## config.mk

```make
export PLATFORM = sky130hd
export DESIGN_NAME = jt89_wr_seq
export DESIGN_NICKNAME = d
export VERILOG_FILES = /design/src/rtl/jt89_pkg.sv /design/src/rtl/jt89_wr_fmt.sv /design/src/rtl/jt89_wr_seq.sv
export SDC_FILE = /design/constraint.sdc
export NUM_CORES = 1
export LEC_CHECK = 0
export BUFFER_PORTS_ARGS = -buffer_cell sky130_fd_sc_hd__buf_4
export CORE_MARGIN = 5
export CORE_UTILIZATION = 59
export CTS_CLUSTER_DIAMETER = 50
export DETAILED_ROUTE_END_ITERATION = 6
export GPL_TIMING_DRIVEN = 0
export PLACE_DENSITY = 0.84
export SETUP_SLACK_MARGIN = 0.2
export SLEW_MARGIN = 20
export SYNTH_ARGS = -nofsm -noshare
export SYNTH_HDL_FRONTEND = slang
export SYNTH_SLANG_ARGS = --single-unit
```

## constraint.sdc

```tcl
create_clock -name clk -period 4.6 [get_ports clk]
set_clock_uncertainty 0.1 [all_clocks]
set_input_delay 0 -clock clk [delete_from_list [all_inputs] [get_ports clk]]
set_output_delay 0 -clock clk [all_outputs]
set_load 0.05 [all_outputs]
```

## src/rtl/jt89_pkg.sv

```systemverilog
// Shared constants for the JT89 host write sequencer: command types, FSM states
// and SN76489 latch-byte field values.
package jt89_pkg;

  localparam logic [1:0] CMD_TONE  = 2'd0;
  localparam logic [1:0] CMD_ATTN  = 2'd1;
  localparam logic [1:0] CMD_NOISE = 2'd2;
  localparam logic [1:0] CMD_RSVD  = 2'd3;

  typedef enum logic [1:0] {
    ST_IDLE,
    ST_STROBE,
    ST_GAP,
    ST_WAITRDY
  } state_t;

  localparam logic       LATCH_BIT = 1'b1;
  localparam logic       REG_TONE  = 1'b0;
  localparam logic       REG_ATTN  = 1'b1;
  localparam logic [1:0] NOISE_CH  = 2'b11;

endpackage

```

## src/rtl/jt89_wr_fmt.sv

```systemverilog
// Combinational command formatter: {type, ch, data} -> latch byte, data byte and byte count.
module jt89_wr_fmt
  import jt89_pkg::*;
(
  input  logic [1:0] cmd_type,
  input  logic [1:0] cmd_ch,
  input  logic [9:0] cmd_data,
  output logic [7:0] b0,
  output logic [7:0] b1,
  output logic [1:0] nbytes
);

  always_comb begin
    b0     = 8'h00;
    b1     = 8'h00;
    nbytes = 2'd0;
    case (cmd_type)
      CMD_TONE: begin
        if (cmd_ch == NOISE_CH) begin
          // channel 3 has no period register; its tone command drives noise control
          b0     = {LATCH_BIT, NOISE_CH, REG_TONE, 1'b0, cmd_data[2:0]};
          nbytes = 2'd1;
        end else begin
          b0     = {LATCH_BIT, cmd_ch, REG_TONE, cmd_data[3:0]};
          b1     = {2'b00, cmd_data[9:4]};
          nbytes = 2'd2;
        end
      end
      CMD_ATTN: begin
        b0     = {LATCH_BIT, cmd_ch, REG_ATTN, cmd_data[3:0]};
        nbytes = 2'd1;
      end
      CMD_NOISE: begin
        b0     = {LATCH_BIT, NOISE_CH, REG_TONE, 1'b0, cmd_data[2:0]};
        nbytes = 2'd1;
      end
      default: nbytes = 2'd0;
    endcase
  end

endmodule

```

## src/rtl/jt89_wr_seq.sv

```systemverilog
// Host-side JT89 write sequencer: serialises tone/attenuation/noise commands into
// paced wr_n byte writes. JT89_WR_SKIP_EN enables shadow-based redundant-write skipping.
//   state      | meaning
//   ST_IDLE    | ready for a command
//   ST_STROBE  | din valid; wr_n low for WR_LEN ticks after one setup tick
//   ST_GAP     | wr_n released, waiting GAP_LEN ticks
//   ST_WAITRDY | waiting for psg_ready (timeout after TMO ticks)
module jt89_wr_seq
  import jt89_pkg::*;
#(
  parameter int WR_LEN  = 2,
  parameter int GAP_LEN = 2,
  parameter int TMO     = 255
) (
  input  logic       clk,
  input  logic       rst,
  input  logic       clk_en,
  input  logic       cmd_valid,
  output logic       cmd_ready,
  input  logic [1:0] cmd_type,
  input  logic [1:0] cmd_ch,
  input  logic [9:0] cmd_data,
  output logic [7:0] psg_din,
  output logic       psg_wr_n,
  input  logic       psg_ready,
  output logic       busy,
  output logic       err
);

  localparam logic [7:0] WR_CNT  = 8'(WR_LEN);
  localparam logic [7:0] GAP_CNT = 8'(GAP_LEN - 1);
  localparam logic [7:0] TMO_CNT = 8'(TMO);

  state_t     state_q, state_d;
  logic [7:0] cnt_q, cnt_d;
  logic [7:0] din_q, din_d;
  logic [7:0] b1_q, b1_d;
  logic       wr_n_q, wr_n_d;
  logic       more_q, more_d;
  logic       err_q, err_d;

  logic [7:0] fmt_b0, fmt_b1;
  logic [1:0] fmt_nbytes;
  logic [1:0] n_issue;

  jt89_wr_fmt u_fmt (
    .cmd_type (cmd_type),
    .cmd_ch   (cmd_ch),
    .cmd_data (cmd_data),
    .b0       (fmt_b0),
    .b1       (fmt_b1),
    .nbytes   (fmt_nbytes)
  );

`ifdef JT89_WR_SKIP_EN
  logic [3:0][3:0] attn_sh_q, attn_sh_d;
  logic [3:0][9:0] per_sh_q, per_sh_d;
  logic [2:0]      noise_sh_q, noise_sh_d;
  logic [1:0]      kind_q, kind_d, ch_q, ch_d;
  logic            idx_q, idx_d;
  logic [1:0]      kind_in;
  logic            upd;

  always_comb begin
    kind_in = cmd_type;
    if (cmd_type == CMD_TONE && cmd_ch == NOISE_CH) kind_in = CMD_NOISE;
    n_issue = fmt_nbytes;
    case (kind_in)
      CMD_TONE: begin
        if (per_sh_q[cmd_ch] == cmd_data)                 n_issue = 2'd0;
        else if (per_sh_q[cmd_ch][9:4] == cmd_data[9:4])  n_issue = 2'd1;
        else                                              n_issue = 2'd2;
      end
      CMD_ATTN:  n_issue = (attn_sh_q[cmd_ch] == cmd_data[3:0]) ? 2'd0 : 2'd1;
      CMD_NOISE: n_issue = (noise_sh_q == cmd_data[2:0]) ? 2'd0 : 2'd1;
      default:   n_issue = 2'd0;
    endcase
  end

  assign upd = (state_q == ST_WAITRDY) && clk_en && psg_ready;

  // shadows follow bytes the chip has acknowledged, never the request
  always_comb begin
    attn_sh_d  = attn_sh_q;
    per_sh_d   = per_sh_q;
    noise_sh_d = noise_sh_q;
    kind_d     = kind_q;
    ch_d       = ch_q;
    idx_d      = idx_q;
    if (state_q == ST_IDLE && cmd_valid) begin
      kind_d = kind_in;
      ch_d   = cmd_ch;
      idx_d  = 1'b0;
    end
    if (upd) begin
      if (!idx_q) begin
        case (kind_q)
          CMD_ATTN:  attn_sh_d[ch_q] = din_q[3:0];
          CMD_NOISE: noise_sh_d = din_q[2:0];
          default:   per_sh_d[ch_q][3:0] = din_q[3:0];
        endcase
      end else begin
        per_sh_d[ch_q][9:4] = din_q[5:0];
      end
      if (more_q) idx_d = 1'b1;
    end
  end

  always_ff @(posedge clk) begin
    if (rst) begin
      attn_sh_q  <= '1;
      per_sh_q   <= '0;
      noise_sh_q <= '0;
      kind_q     <= CMD_TONE;
      ch_q       <= 2'd0;
      idx_q      <= 1'b0;
    end else begin
      attn_sh_q  <= attn_sh_d;
      per_sh_q   <= per_sh_d;
      noise_sh_q <= noise_sh_d;
      kind_q     <= kind_d;
      ch_q       <= ch_d;
      idx_q      <= idx_d;
    end
  end
`else
  assign n_issue = fmt_nbytes;
`endif

  always_comb begin
    state_d = state_q;
    cnt_d   = cnt_q;
    din_d   = din_q;
    b1_d    = b1_q;
    wr_n_d  = wr_n_q;
    more_d  = more_q;
    err_d   = err_q;
    case (state_q)
      ST_IDLE: begin
        if (cmd_valid && n_issue != 2'd0) begin
          state_d = ST_STROBE;
          din_d   = fmt_b0;
          b1_d    = fmt_b1;
          more_d  = (n_issue == 2'd2);
          cnt_d   = WR_CNT;
          wr_n_d  = 1'b1;
        end
      end
      ST_STROBE: begin
        if (clk_en) begin
          if (cnt_q == 8'd0) begin
            state_d = ST_GAP;
            wr_n_d  = 1'b1;
            cnt_d   = GAP_CNT;
          end else begin
            wr_n_d = 1'b0;
            cnt_d  = cnt_q - 8'd1;
          end
        end
      end
      ST_GAP: begin
        if (clk_en) begin
          if (cnt_q == 8'd0) begin
            state_d = ST_WAITRDY;
            cnt_d   = TMO_CNT;
          end else begin
            cnt_d = cnt_q - 8'd1;
          end
        end
      end
      ST_WAITRDY: begin
        if (clk_en) begin
          if (psg_ready) begin
            if (more_q) begin
              state_d = ST_STROBE;
              din_d   = b1_q;
              more_d  = 1'b0;
              cnt_d   = WR_CNT;
            end else begin
              state_d = ST_IDLE;
              cnt_d   = 8'd0;
            end
          end else if (cnt_q <= 8'd1) begin
            state_d = ST_IDLE;
            err_d   = 1'b1;
            more_d  = 1'b0;
            cnt_d   = 8'd0;
          end else begin
            cnt_d = cnt_q - 8'd1;
          end
        end
      end
      default: state_d = ST_IDLE;
    endcase
  end

  always_ff @(posedge clk) begin
    if (rst) begin
      state_q <= ST_IDLE;
      cnt_q   <= 8'd0;
      din_q   <= 8'h00;
      b1_q    <= 8'h00;
      wr_n_q  <= 1'b1;
      more_q  <= 1'b0;
      err_q   <= 1'b0;
    end else begin
      state_q <= state_d;
      cnt_q   <= cnt_d;
      din_q   <= din_d;
      b1_q    <= b1_d;
      wr_n_q  <= wr_n_d;
      more_q  <= more_d;
      err_q   <= err_d;
    end
  end

  assign cmd_ready = (state_q == ST_IDLE);
  assign busy      = (state_q != ST_IDLE);
  assign psg_din   = din_q;
  assign psg_wr_n  = wr_n_q;
  assign err       = err_q;

endmodule
```

After elaboration in Yosys (flattened, before gate mapping)
Index checks and enable logic that the tools add are counted.
{ "op_classes": {"addsub": 1, "magnitude_cmp": 1, "n_eq_ne": 16, "muxes": 40, "bitwise_logic": 1, "n_reduce_logical": 16} }
{ "op_table": {"columns": ["operator", "n"], "rows": [
  ["8-bit 2-to-1 mux", 13],
  ["8-bit one-hot mux with 4 select lines", 1],
  ["8-bit one-hot mux with 3 select lines", 1],
  ["2-bit 2-to-1 mux", 10],
  ["8-bit one-hot mux with 2 select lines", 1],
  ["2-bit != test (second input constant)", 7],
  ["4-bit AND reduction", 3],
  ["2-bit equality test (second input constant)", 5],
  ["8-bit by 1-bit less-or-equal comparator with 1-bit output (second input constant)", 1],
  ["8-bit zero test", 1],
  ["1-bit 2-to-1 mux", 8],
  ["2-bit one-hot mux with 4 select lines", 1],
  ["2-bit nonzero test", 4],
  ["8-bit by 1-bit subtractor with 8-bit output (second input constant)", 1],
  ["7-bit 2-to-1 mux", 1],
  ["7-bit AND reduction", 1],
  ["6-bit 2-to-1 mux", 1],
  ["5-bit AND reduction", 1],
  ["2-bit by 1-bit equality test with 1-bit output (second input constant)", 2],
  ["2-bit zero test", 2],
  ["1-bit one-hot mux with 2 select lines", 2],
  ["2-bit one-hot mux with 2 select lines", 1],
  ["3-bit != test (second input constant)", 1],
  ["3-bit AND reduction", 1],
  ["other kinds (5)", 5]
]} }
{ "word_totals": {"reg_bits": 29, "input_bits": 19, "out_inout_bits": 12, "elab_cells": 82} }

Depth between registers and ports, before layout
{ "logic_depth": {"ltp_word": 7, "depth_mapped": 7, "mapped_depth_nobuf": 6} }

Hierarchy
Synthesis repeated with hierarchy kept, for this count alone.
{ "unflattened": {"hier_cells": 212, "hier_area_um2": 1854.3} }
{ "by_module_without_submodules": {"columns": ["mod", "instances", "cells_each", "area_each_um2", "seq_area_each_um2"], "rows": [
  ["jt89_wr_seq", 1, 180, 1617.8, 580.6],
  ["jt89_wr_fmt", 1, 32, 236.5, 0.0]
]} }

Least setup slack after synthesis
No wires, ideal clock.
{ "synth_path": {"path_kind": "register to register", "startpoint": "register state_q[1]", "endpoint": "register din_q[3], in the netlist psg_din[3]", "setup_ps": 86, "arrival_time_ps": 2030, "required_ps": 4414, "path_slack_ps": 2385, "path_stages_with_launch": 8, "path_buffers": 1, "synth_period_minus_slack_ps": 2215, "cell_sequence": "dfxtp_1 -> inv_1 -> ha_1 -> nand2b_1 -> a221oi_1 -> buf_2 -> nor2_1 -> a211oi_1"} }
{ "synth_via": {"elab_chain_len": 3, "elab_cells_between_ends": 9, "classes_between": "eq/ne: 5; mux: 1; reduce/logical: 3"} }
{ "synth_rtl": {"columns": ["item", "line", "source"], "rows": [
  ["from (decl)", "jt89_wr_seq.sv:34", "state_t state_q, state_d;"],
  ["from (signal assigned)", "jt89_wr_seq.sv:207", "state_q <= state_d;"],
  ["2-bit zero test (*)", null, null],
  ["net cmd_ready", "jt89_wr_seq.sv:19", "output logic cmd_ready,"],
  ["2-bit by 1-bit != test with 1-bit output (no source line) / 2-bit nonzero test (equally long branches)", null, null],
  ["5-bit AND reduction (no source line)", null, null],
  ["to (signal assigned)", "jt89_wr_seq.sv:209", "din_q <= din_d;"],
  ["to (decl)", "jt89_wr_seq.sv:36", "logic [7:0] din_q, din_d;"]
]} }
Mark *: on every way through the listed nets, which the timed path passes. The rest lies on a longest branch.
A chain may end at the register's enable or synchronous reset.

Worst setup path after layout
{ "layout_path": {"startpoint": "register state_q[0]", "endpoint": "register cnt_q[4]"} }
{ "layout_via": {"elab_chain_len": 3, "elab_cells_between_ends": 10, "classes_between": "eq/ne: 7; mux: 1; reduce/logical: 2"} }
{ "layout_rtl": {"columns": ["item", "line", "source"], "rows": [
  ["2-bit by 1-bit equality test with 1-bit output, or another cell as far along", "jt89_wr_seq.sv:138", "case (state_q)"],
  ["2-bit != test (no source line) / 2-bit by 1-bit != test with 1-bit output (equally long branches)", null, null],
  ["4-bit AND reduction (no source line)", null, null],
  ["to (signal assigned)", "jt89_wr_seq.sv:208", "cnt_q <= cnt_d;"],
  ["to (decl)", "jt89_wr_seq.sv:35", "logic [7:0] cnt_q, cnt_d;"]
]} }
Parallel ways exist; a longest one is shown, timed or not.

==> out/metrics.cfg <==
[worst_setup_path]
slowest_delay_ns = 0.54
crit_required_ns = 4.74
rr_startpoint = state_q[0]
critPathSlowestCell = a221oi_1
end_kind = register
critPathArrivalTime_ns = 2.82
rr_worst_depth = 7
reg2reg_slack_ns = 1.92
critPathMaxFanout = 9
critPathLaunchType = register
worstReg2RegEnd = cnt_q[4]
crit_chain = inv_1 > ha_1 > clkbuf_1 > or2_2 > a221oi_1 > nor2_1 > a211o_1
setup.worst_path.class = register to register

[hold_path]
min_path_cells = 4
min_path_type = input pin to register
hold_end = state_q[1]
hold_path.startpoint = cmd_valid

[yosys]
ys_async_sr_fraction_pct = 0
synth_seq_area_share_pct = 32.2
ys.flop_type = dfxtp_1
ys_ff_latch = 27
yosysWarnings = 0
synth_edf_count = 0
syn_area_mm2 = 0.00168
synth_cell_type_count = 52
syn_avg_cell_area_um2 = 8.44
syn-num-nets = 229
synth_cells = 199
synth_top_area_cell = dfxtp_1
yosysTopAreaCellShare_pct = 32.2
synth.area.top_cells = dfxtp_1, ha_1, nor2_1, a22oi_1, nand2b_1

[sta]
final-setup-viol-count = 0
final_max_slew_viol_count = 0
maxSlewHeadroom_pct = 50.7
fin_tns_setup_ns = 0
finalCritPeriodShare_pct = 58.2
finalCriticalPeriod_ns = 2.68
hold_viol = 0
worstMarginPinSlew_ns = 0.733
fmax_mhz = 373
rsz0062_at_grt = no

[outcome]
status = completed

[final_layout]
finish.utilization_pct = 77.6
fin_nets = 279
area_growth_pct = 26.3
antenna_cells = 0
drive_gt1_share_pct = 17.3

[die]
die_h_um = 63.3
rows = 19
ios = 31
die-area_mm2 = 0.00401
dieWidth_um = 63.3
start_util_pct = 61.4
core_region_area_mm2 = 0.00273

[clock_network]
htree_num_levels = 1
cts_sinks = 27
post_cts_buffers = 0
clk_latency_ns = 0.33
cts_root_buf = clkbuf_4
cts_tree = done
numCtsBuffers = 3
ctsResizeCount = 0
cts_max_path_buffers = 2
clk_pin_slew_ns = 0.15

[route]
drt_first_pass_iters = 4
antenna_left = 0
wl_per_cell_um = 17.2
routed_via_density = 6.33
drt_iter0_drc = 142
wl_um = 4800
vias = 1766
drc = 0

[flow_run]
maxCapViolCount = 0

[global_routing]
grt_antenna_before_repair = 0
grt_first_pass_wirelength_um = 8000
overflow = 0
track_usage_pct = 24.2
grt_pass1_vias = 1734
grt_max_degree = 16

[power]
max-vdd-ir-drop_mv = 0.432
p_leak_nw = 0.932
p_per_area_mw_per_mm2 = 603

[placed_design]
globalplace.congestion = 0.900
io_buffers = 30
hpwl_um = 3410

worst max-delay path: cells and delay by family, from the launching register on:
family	cells	cell delay [ns]
compound gates	2	0.87
simple gates	2	0.65
flops	1	0.42
buf+inv	2	0.35
fa+ha+maj	1	0.20
where the power goes:
part	internal (W)	leakage, nW	total, W	switching [W]
combinational	0.000305	0.695	0.000839	0.000535
clock	0.0000326	0.0177	0.000106	0.0000737
sequential	0.000286	0.220	0.000333	0.0000468
flip-flops by register name, indices dropped and copies added (netlist names):
signal / cells
psg_wr_n: 1
psg_din: 8
state_q: 2
cnt_q: 8
b1_q: 6
more_q: 1
err: 1
cells in the mapped netlist, types with 3 or more instances:
master,n
or4_1,3
clkbuf_1,6
a211oi_1,8
a22oi_1,9
inv_1,11
a31oi_1,3
nand2_1,7
a21oi_1,9
nor2_1,24
ha_1,11
nand3_1,4
o21ai_0,7
nor3_1,4
mux2i_1,4
a211o_1,3
dfxtp_1,27
nor4_1,4
and3_1,3
nand2b_1,10
nor2b_1,3
how the worst max path moves through the flow:
stage,startpoint,depth (start not counted),endpoint
after floorplan,state_q[1],7,psg_din[3]
after global placement,state_q[0],7,cnt_q[3]
after detailed placement,state_q[0],7,cnt_q[3]
after CTS,state_q[0],7,cnt_q[3]
after global routing,state_q[0],7,cnt_q[4]
final,state_q[0],7,cnt_q[4]
routing by layer:
metal  global-route usage [%]  up-vias  wire (um)
met4                     7.27        0         74
met3                     4.62       10        283
met2                     44.4       73       2460
li1                         -      846          -
met5                        0        -          0
met1                     27.9      837       1980
metrics by stage:
step	area (um2)	worst slack (ns)	hold slack, ns	total power [W]	cells
3_3_place_gp	1940	2.02	0.137	0.00112	260
6_report	2120	1.92	0.0873	0.00128	279
2_1_floorplan	1680	2.38	0.0372	0.000945	199
4_1_cts	2120	1.97	0.0857	0.00127	279
3_5_place_dp	1940	1.99	0.146	0.00115	260
5_1_grt	2120	1.81	0.123	0.00137	279
cell families after synthesis:
kind of cell             share of synthesized area [%]
flip-flops                                        32.2
buffers and inverters                             4.62
AO/OA/AOI/OAI                                     30.5
AND/OR/NAND/NOR                                   22.1
adder cells (fa/ha/maj)                           8.20
multiplexers                                      2.38
area by class of cell:
class	count	area, um2
sequential	27	541
fill	183	613
tap	31	38.8
timing repair buffer	45	375
clock buffer	3	22.5
inverter	11	41.3
multi-input combinational	152	1060
clock inverter	1	5.00
buffer	9	36.3
layout by cell type (no fill, tap or decap), types with 3 or more instances in the layout:
cell / count
nand3_1: 4
nand2_1: 7
nor4_1: 4
a31oi_1: 3
nor2b_1: 3
a22oi_1: 9
ha_1: 11
dfxtp_1: 27
a211oi_1: 8
nand2b_1: 10
nor3_1: 4
inv_1: 11
mux2i_1: 4
clkbuf_1: 6
a211o_1: 3
and3_1: 3
dlygate4sd3_1: 15
o21ai_0: 7
a21oi_1: 9
nor2_1: 24
buf_4: 30
clkbuf_4: 3
or4_1: 3
repair_timing:
action	4_1_cts	5_1_grt
endpoints found under the hold margin	16	0
setup endpoints to repair	0	0
hold buffers	15	0
Note: power is estimated with default switching activity, not from simulation.
